## src/rtl/spi_ram_cmd_if.sv

```systemverilog
// Word-level link between the SPI slave and the RAM command decoder.
// master = SPI slave side (drives rx words), slave = decoder side.
interface spi_ram_cmd_if;
    logic [9:0] rx_data;
    logic       rx_valid;
    logic       err_clr;
    logic [7:0] tx_data;
    logic       tx_valid;
    logic       proto_err;

    modport master (
        output rx_data, rx_valid, err_clr,
        input  tx_data, tx_valid, proto_err
    );

    modport slave (
        input  rx_data, rx_valid, err_clr,
        output tx_data, tx_valid, proto_err
    );
endinterface

```

## src/rtl/spi_ram_cmd.sv

```systemverilog
// Single-port RAM behind a 2-bit command / 8-bit payload word stream, with
// sticky protocol error flag and optional address auto-increment.
module spi_ram_cmd #(
    parameter int unsigned MEM_DEPTH = 256,
    parameter int unsigned ADDR_SIZE = 8,
    parameter int unsigned AUTO_INC  = 0
) (
    input  logic          clk,
    input  logic          rst_n,
    spi_ram_cmd_if.slave  bus
);

    localparam int unsigned MEM_AW = (MEM_DEPTH > 1) ? $clog2(MEM_DEPTH) : 1;

    typedef enum logic [1:0] {
        CMD_WR_ADDR = 2'b00,
        CMD_WR_DATA = 2'b01,
        CMD_RD_ADDR = 2'b10,
        CMD_RD_DATA = 2'b11
    } cmd_e;

    // ST_HOLD: a read byte is presented and held until the next accepted word
    typedef enum logic {
        ST_IDLE = 1'b0,
        ST_HOLD = 1'b1
    } state_e;

    state_e                 r_state, w_state_nxt;
    logic [7:0]             r_tx_data, w_tx_data_nxt;
    logic                   r_tx_valid, w_tx_valid_nxt;
    logic                   r_proto_err, w_proto_err_nxt;
    logic [ADDR_SIZE-1:0]   r_wr_addr, w_wr_addr_nxt;
    logic [ADDR_SIZE-1:0]   r_rd_addr, w_rd_addr_nxt;
    logic                   r_wr_addr_ok, w_wr_addr_ok_nxt;
    logic                   r_rd_addr_ok, w_rd_addr_ok_nxt;
    logic                   w_mem_we;

    logic [7:0]             r_mem [MEM_DEPTH];

    cmd_e                   w_cmd;
    logic [7:0]             w_payload;
    logic [ADDR_SIZE-1:0]   w_addr;
    logic                   w_in_range;
    logic [ADDR_SIZE-1:0]   w_wr_inc;
    logic [ADDR_SIZE-1:0]   w_rd_inc;
    logic [7:0]             w_rd_word;

    assign w_cmd      = cmd_e'(bus.rx_data[9:8]);
    assign w_payload  = bus.rx_data[7:0];
    assign w_addr     = ADDR_SIZE'(w_payload);
    assign w_in_range = (9'(w_payload) < 9'(MEM_DEPTH));
    assign w_wr_inc   = (r_wr_addr == ADDR_SIZE'(MEM_DEPTH - 1)) ? '0 : r_wr_addr + 1'b1;
    assign w_rd_inc   = (r_rd_addr == ADDR_SIZE'(MEM_DEPTH - 1)) ? '0 : r_rd_addr + 1'b1;
    assign w_rd_word  = r_mem[MEM_AW'(r_rd_addr)];

    // Command decode and next-state
    always_comb begin
        w_state_nxt      = r_state;
        w_tx_data_nxt    = r_tx_data;
        w_proto_err_nxt  = r_proto_err & ~bus.err_clr;
        w_wr_addr_nxt    = r_wr_addr;
        w_rd_addr_nxt    = r_rd_addr;
        w_wr_addr_ok_nxt = r_wr_addr_ok;
        w_rd_addr_ok_nxt = r_rd_addr_ok;
        w_mem_we         = 1'b0;

        if (bus.rx_valid) begin
            w_state_nxt = ST_IDLE;
            case (w_cmd)
                CMD_WR_ADDR: begin
                    if (w_in_range) begin
                        w_wr_addr_nxt    = w_addr;
                        w_wr_addr_ok_nxt = 1'b1;
                    end else begin
                        w_proto_err_nxt  = 1'b1;
                    end
                end
                CMD_WR_DATA: begin
                    if (r_wr_addr_ok) begin
                        w_mem_we = 1'b1;
                        if (AUTO_INC != 0) w_wr_addr_nxt = w_wr_inc;
                    end else begin
                        w_proto_err_nxt = 1'b1;
                    end
                end
                CMD_RD_ADDR: begin
                    if (w_in_range) begin
                        w_rd_addr_nxt    = w_addr;
                        w_rd_addr_ok_nxt = 1'b1;
                    end else begin
                        w_proto_err_nxt  = 1'b1;
                    end
                end
                CMD_RD_DATA: begin
                    if (r_rd_addr_ok) begin
                        w_tx_data_nxt = w_rd_word;
                        w_state_nxt   = ST_HOLD;
                        if (AUTO_INC != 0) w_rd_addr_nxt = w_rd_inc;
                    end else begin
                        w_proto_err_nxt = 1'b1;
                    end
                end
                default: ;
            endcase
        end

        w_tx_valid_nxt = (w_state_nxt == ST_HOLD);
    end

    always_ff @(posedge clk or negedge rst_n) begin
        if (!rst_n) begin
            r_state      <= ST_IDLE;
            r_tx_data    <= '0;
            r_tx_valid   <= 1'b0;
            r_proto_err  <= 1'b0;
            r_wr_addr    <= '0;
            r_rd_addr    <= '0;
            r_wr_addr_ok <= 1'b0;
            r_rd_addr_ok <= 1'b0;
        end else begin
            r_state      <= w_state_nxt;
            r_tx_data    <= w_tx_data_nxt;
            r_tx_valid   <= w_tx_valid_nxt;
            r_proto_err  <= w_proto_err_nxt;
            r_wr_addr    <= w_wr_addr_nxt;
            r_rd_addr    <= w_rd_addr_nxt;
            r_wr_addr_ok <= w_wr_addr_ok_nxt;
            r_rd_addr_ok <= w_rd_addr_ok_nxt;
        end
    end

    // Storage array has no reset so it maps onto a RAM macro
    always_ff @(posedge clk) begin
        if (w_mem_we) r_mem[MEM_AW'(r_wr_addr)] <= w_payload;
    end

    assign bus.tx_data   = r_tx_data;
    assign bus.tx_valid  = r_tx_valid;
    assign bus.proto_err = r_proto_err;

endmodule

```

## src/flat_wrapper.sv

```systemverilog
// flat-port wrapper written by rule: the top's interface ports become plain ports
module spi_ram_cmd_flat 
#(
    parameter int unsigned MEM_DEPTH = 256,
    parameter int unsigned ADDR_SIZE = 8,
    parameter int unsigned AUTO_INC  = 0
)
  (clk, rst_n, bus_rx_data, bus_rx_valid, bus_err_clr, bus_tx_data, bus_tx_valid, bus_proto_err);
  spi_ram_cmd_if bus_i ();
  input  logic clk;
  input  logic rst_n;
  input wire logic [$bits(bus_i.rx_data)-1:0] bus_rx_data;
  input wire logic [$bits(bus_i.rx_valid)-1:0] bus_rx_valid;
  input wire logic [$bits(bus_i.err_clr)-1:0] bus_err_clr;
  output wire logic [$bits(bus_i.tx_data)-1:0] bus_tx_data;
  output wire logic [$bits(bus_i.tx_valid)-1:0] bus_tx_valid;
  output wire logic [$bits(bus_i.proto_err)-1:0] bus_proto_err;
  assign bus_i.rx_data = bus_rx_data;
  assign bus_i.rx_valid = bus_rx_valid;
  assign bus_i.err_clr = bus_err_clr;
  assign bus_tx_data = bus_i.tx_data;
  assign bus_tx_valid = bus_i.tx_valid;
  assign bus_proto_err = bus_i.proto_err;
  spi_ram_cmd #(.MEM_DEPTH(MEM_DEPTH), .ADDR_SIZE(ADDR_SIZE), .AUTO_INC(AUTO_INC)) u_core (.clk(clk), .rst_n(rst_n), .bus(bus_i));
endmodule
```

## config.mk

```make
export PLATFORM = sky130hd
export DESIGN_NAME = spi_ram_cmd_flat
export DESIGN_NICKNAME = d
export VERILOG_FILES = /design/src/rtl/spi_ram_cmd_if.sv /design/src/rtl/spi_ram_cmd.sv /design/src/flat_wrapper.sv
export SDC_FILE = /design/constraint.sdc
export NUM_CORES = 2
export LEC_CHECK = 0
export CAP_MARGIN = 20
export CORE_UTILIZATION = 50
export DETAILED_ROUTE_END_ITERATION = 6
export GPL_TIMING_DRIVEN = 0
export PLACE_DENSITY = 0.63
export SYNTH_ARGS = -nofsm -noshare
export SYNTH_HDL_FRONTEND = slang
export SYNTH_SLANG_ARGS = --single-unit
```

## constraint.sdc

```tcl
create_clock -name clk -period 6.3 [get_ports clk]
set_input_delay 1.575 -clock clk [delete_from_list [all_inputs] [get_ports clk]]
set_output_delay 1.575 -clock clk [all_outputs]
set_load 0.01 [all_outputs]
```

==> impl_metrics.toml <==
[status]
outcome = "complete, no violations"

[worst_hold_path]
hp-class = "reg -> reg"
timing.hold.worst_path_depth = 1
hp-start = "u_core.r_wr_addr_ok"
min_to = "u_core.r_wr_addr_ok"

[yosys]
synth.area.top_cells = "edfxtp_1 (75%), mux4_2 (8.9%), mux2i_1 (4.7%), nor2_1 (1.3%), o22ai_1 (0.95%)"
synthesis.nets = 4060
postSynthCellCount = 4046
syn_area_um2 = 81530
syn_area_per_cell_um2 = 20.15
ys_async_sr_fraction_pct = 1.349
synth_top_cell_by_area = "edfxtp_1"
ys_ff_latch = 2076
ys.warnings.count = 0
yosysUniqueCellTypes = 72
synth_top_area_share_pct = 75.43
synthFlopType = "edfxtp_1"
synth-edff-count = 2048
yosysSeqAreaShare_pct = 76.29

[routing]
drtIter0Drc = 8732
drt-pass1-iter-count = 6
drcViolationCount = 0
vias_per_cell = 6.812
vias = 45490
antenna_left = 0
wire_per_inst_um = 42.66
wirelength_um = 284800

[layout]
fillCellCount = 12040
fin_util_pct = 57.33
multi_input_area_um2 = 17330
fin_nets = 4352
drive_above_1_share_pct = 19.97
regArea_um2 = 62200
fin_area_um2 = 92470
area_growth_pct = 13.41
stdcell_count = 6677

[floorplan]
die_w_um = 405.8
core_area_um2 = 161300
dieHeight_um = 405.8
rows = 147
start_util_pct = 50.55
die_area_um2 = 164700
pin_count = 24

[global_route]
grt-ovfl-total = 0
grt_pass1_wl_um = 376100
grt_pass1_vias = 43060
grt_usage_pct = 34.75
antenna_found_initial = 21
grt_max_degree = 163

[clock_network]
clock_latency_ns = 0.89
cts_tree = "yes"
holdBufCountCts = 0
clockBufferDepth = 3
cts_setup_buffers = 0
cts-root-buf = "clkbuf_16"
path_clk_slew_ns = 0.06
numCtsBuffers = 207
cts_max_level = 4
cts_resized = 0
clock-sinks = 2076

[worst_setup_path]
worstPathMaxFanout = 10
worstSetupEndpointType = "register"
reg2reg_depth = 10
path_class = "in -> reg"
arrival_ns = 5.87
critPathLaunchType = "input port"
required_ns = 6.79
ff2ff_setup_slack_ns = 1.16
rr_endpoint = "u_core.bus.tx_data[3]"
r2r_start = "u_core.r_rd_addr[4]"

[sta]
hold_viol = 0
fin_setup_tns_ns = 0
timing.hold.ws_ns = 0.4752
clock-skew-final_ns = 0.07150
finalWorstSetupSlack_ns = 0.9248
setup_viol = 0
max_clock_freq_mhz = 186.0
slew_headroom_pct = 8.764
layout_min_cycle_time_ns = 5.375
slew_viol_final = 0
max_slew.worst_pin.slew_ns = 1.356
rsz0062_at_grt = "false"
post-route-period-util_pct = 85.32

[placed_design]
place_ws_ns = 0.3903
placedInstanceArea_um2 = 85400
placed_cells = 6284
hpwl_um = 190900
place.gp.congestion = 1.018
io_buffers = 23

[power]
pwr_density_cell_nw_per_um2 = 367.2
p_leak_nw = 29.56
finalPower_mw = 33.96
ir_worst_vdd_mv = 0.3228

[flow_run]
maxCapViolCount = 0
-- per-layer routing --
metal | vias up | routed length (um) | track usage (%)
met4 | 12 | 19540 | 20.40
met3 | 708 | 37080 | 10.62
met1 | 23980 | 103700 | 46.71
met5 | - | 74 | 0
li1 | 17360 | - | -
met2 | 3417 | 124400 | 50.24
-- cell usage after synthesis (6+ instances only) --
| library cell | number |
|---|---|
| nor2b_1 | 10 |
| o221ai_1 | 48 |
| a211oi_1 | 17 |
| o221ai_2 | 7 |
| a211o_1 | 6 |
| buf_2 | 44 |
| dfrtp_1 | 28 |
| a22o_1 | 9 |
| o22ai_1 | 124 |
| edfxtp_1 | 2048 |
| a221oi_1 | 31 |
| mux2_2 | 22 |
| clkbuf_1 | 60 |
| mux2i_1 | 383 |
| o21ai_0 | 40 |
| buf_4 | 29 |
| nand4_1 | 9 |
| buf_6 | 54 |
| buf_12 | 20 |
| buf_8 | 15 |
| nand2_1 | 142 |
| o2111ai_1 | 6 |
| a2111oi_0 | 24 |
| nor4b_1 | 7 |
| nand3_1 | 16 |
| nor3_1 | 38 |
| a21oi_1 | 47 |
| o21ai_1 | 6 |
| nor2_1 | 281 |
| buf_1 | 11 |
| a22oi_1 | 25 |
| a2111oi_1 | 6 |
| mux4_1 | 19 |
| mux4_2 | 321 |
-- worst max-delay path: stages --
cell	delay, ns
clkdlybuf4s50_1	0.49
nand2b_1	0.49
nor4b_1	0.76
nand3_1	0.84
clkbuf_1	0.71
nor2_1	0.99
-- cells in the final DEF (no fill, tap or decap), types with 8 or more instances in the layout --
cell,netlist,final
buf_16,0,17
a2111oi_0,24,22
o221ai_1,48,48
clkdlybuf4s50_1,0,14
clkinv_2,0,29
dfrtp_1,28,28
buf_4,29,32
nor2_1,281,280
mux4_2,321,321
o22ai_1,124,124
buf_12,20,21
o21ai_0,40,40
nor2b_1,10,10
nand3_1,16,16
nand2_1,142,142
a22o_1,9,9
edfxtp_1,2048,2048
mux2_2,22,22
buf_1,11,14
nor3_1,38,38
mux2i_1,383,383
clkbuf_8,1,13
a21oi_1,47,47
a221oi_1,31,31
clkinv_1,0,41
bufinv_16,0,26
clkinv_16,0,8
buf_2,44,55
buf_8,15,45
mux4_1,19,19
clkbuf_16,0,207
a22oi_1,25,25
clkbuf_1,60,104
nand4_1,9,9
a211oi_1,17,17
buf_6,54,57
-- logic make-up after synthesis --
group / after synthesis / share of synthesized area, %
buffers and inverters: 245 / 2.478
AO/OA/AOI/OAI: 432 / 3.852
multiplexers: 745 / 14.48
flip-flops: 2076 / 76.29
AND/OR/NAND/NOR: 548 / 2.899
-- power by group --
group | total (mW) | leakage (nW) | internal (mW) | switching (mW)
Clock | 12.8 | 3.38 | 7.29 | 5.47
Combinational | 5.87 | 7.44 | 1.85 | 4.02
Sequential | 15.3 | 18.7 | 15.2 | 0.0982
Total | 34.0 | 29.6 | 24.4 | 9.60
-- worst max-delay path by stage --
stage	from	endpoint	slack [ns]	cells past startpoint
CTS	bus_rx_data[9]	u_core.r_mem[123][3]	1.28	6
detailed placement	bus_rx_data[9]	u_core.r_mem[123][1]	0.39	6
global route	bus_rx_data[9]	u_core.r_mem[123][3]	1.05	6
floorplan	bus_rx_data[9]	u_core.r_mem[219][0]	2.82	5
finish	bus_rx_data[9]	u_core.r_mem[123][1]	0.92	6
global placement	bus_rx_data[1]	u_core.r_mem[2][1]	-4.57	1
-- sequential cells by signal, indices dropped and copies added, names as in the netlist --
register / count
u_core.r_rd_addr: 8
u_core.bus.tx_data: 8
u_core.r_rd_addr_ok: 1
u_core.r_wr_addr_ok: 1
u_core.r_mem: 2048
u_core.r_state: 1
u_core.bus.proto_err: 1
u_core.r_wr_addr: 8
-- cell type report --
class | count | area share [%]
Antenna cell | 5 | 0.01353
Multi-Input combinational cell | 1725 | 18.74
Timing Repair Buffer | 83 | 1.307
Buffer | 240 | 2.172
Clock inverter | 115 | 1.580
Sequential cell | 2076 | 67.26
Inverter | 5 | 0.02030
Clock buffer | 268 | 5.979
Tap cell | 2160 | 2.923
Note: power is estimated with default switching activity, not from simulation.
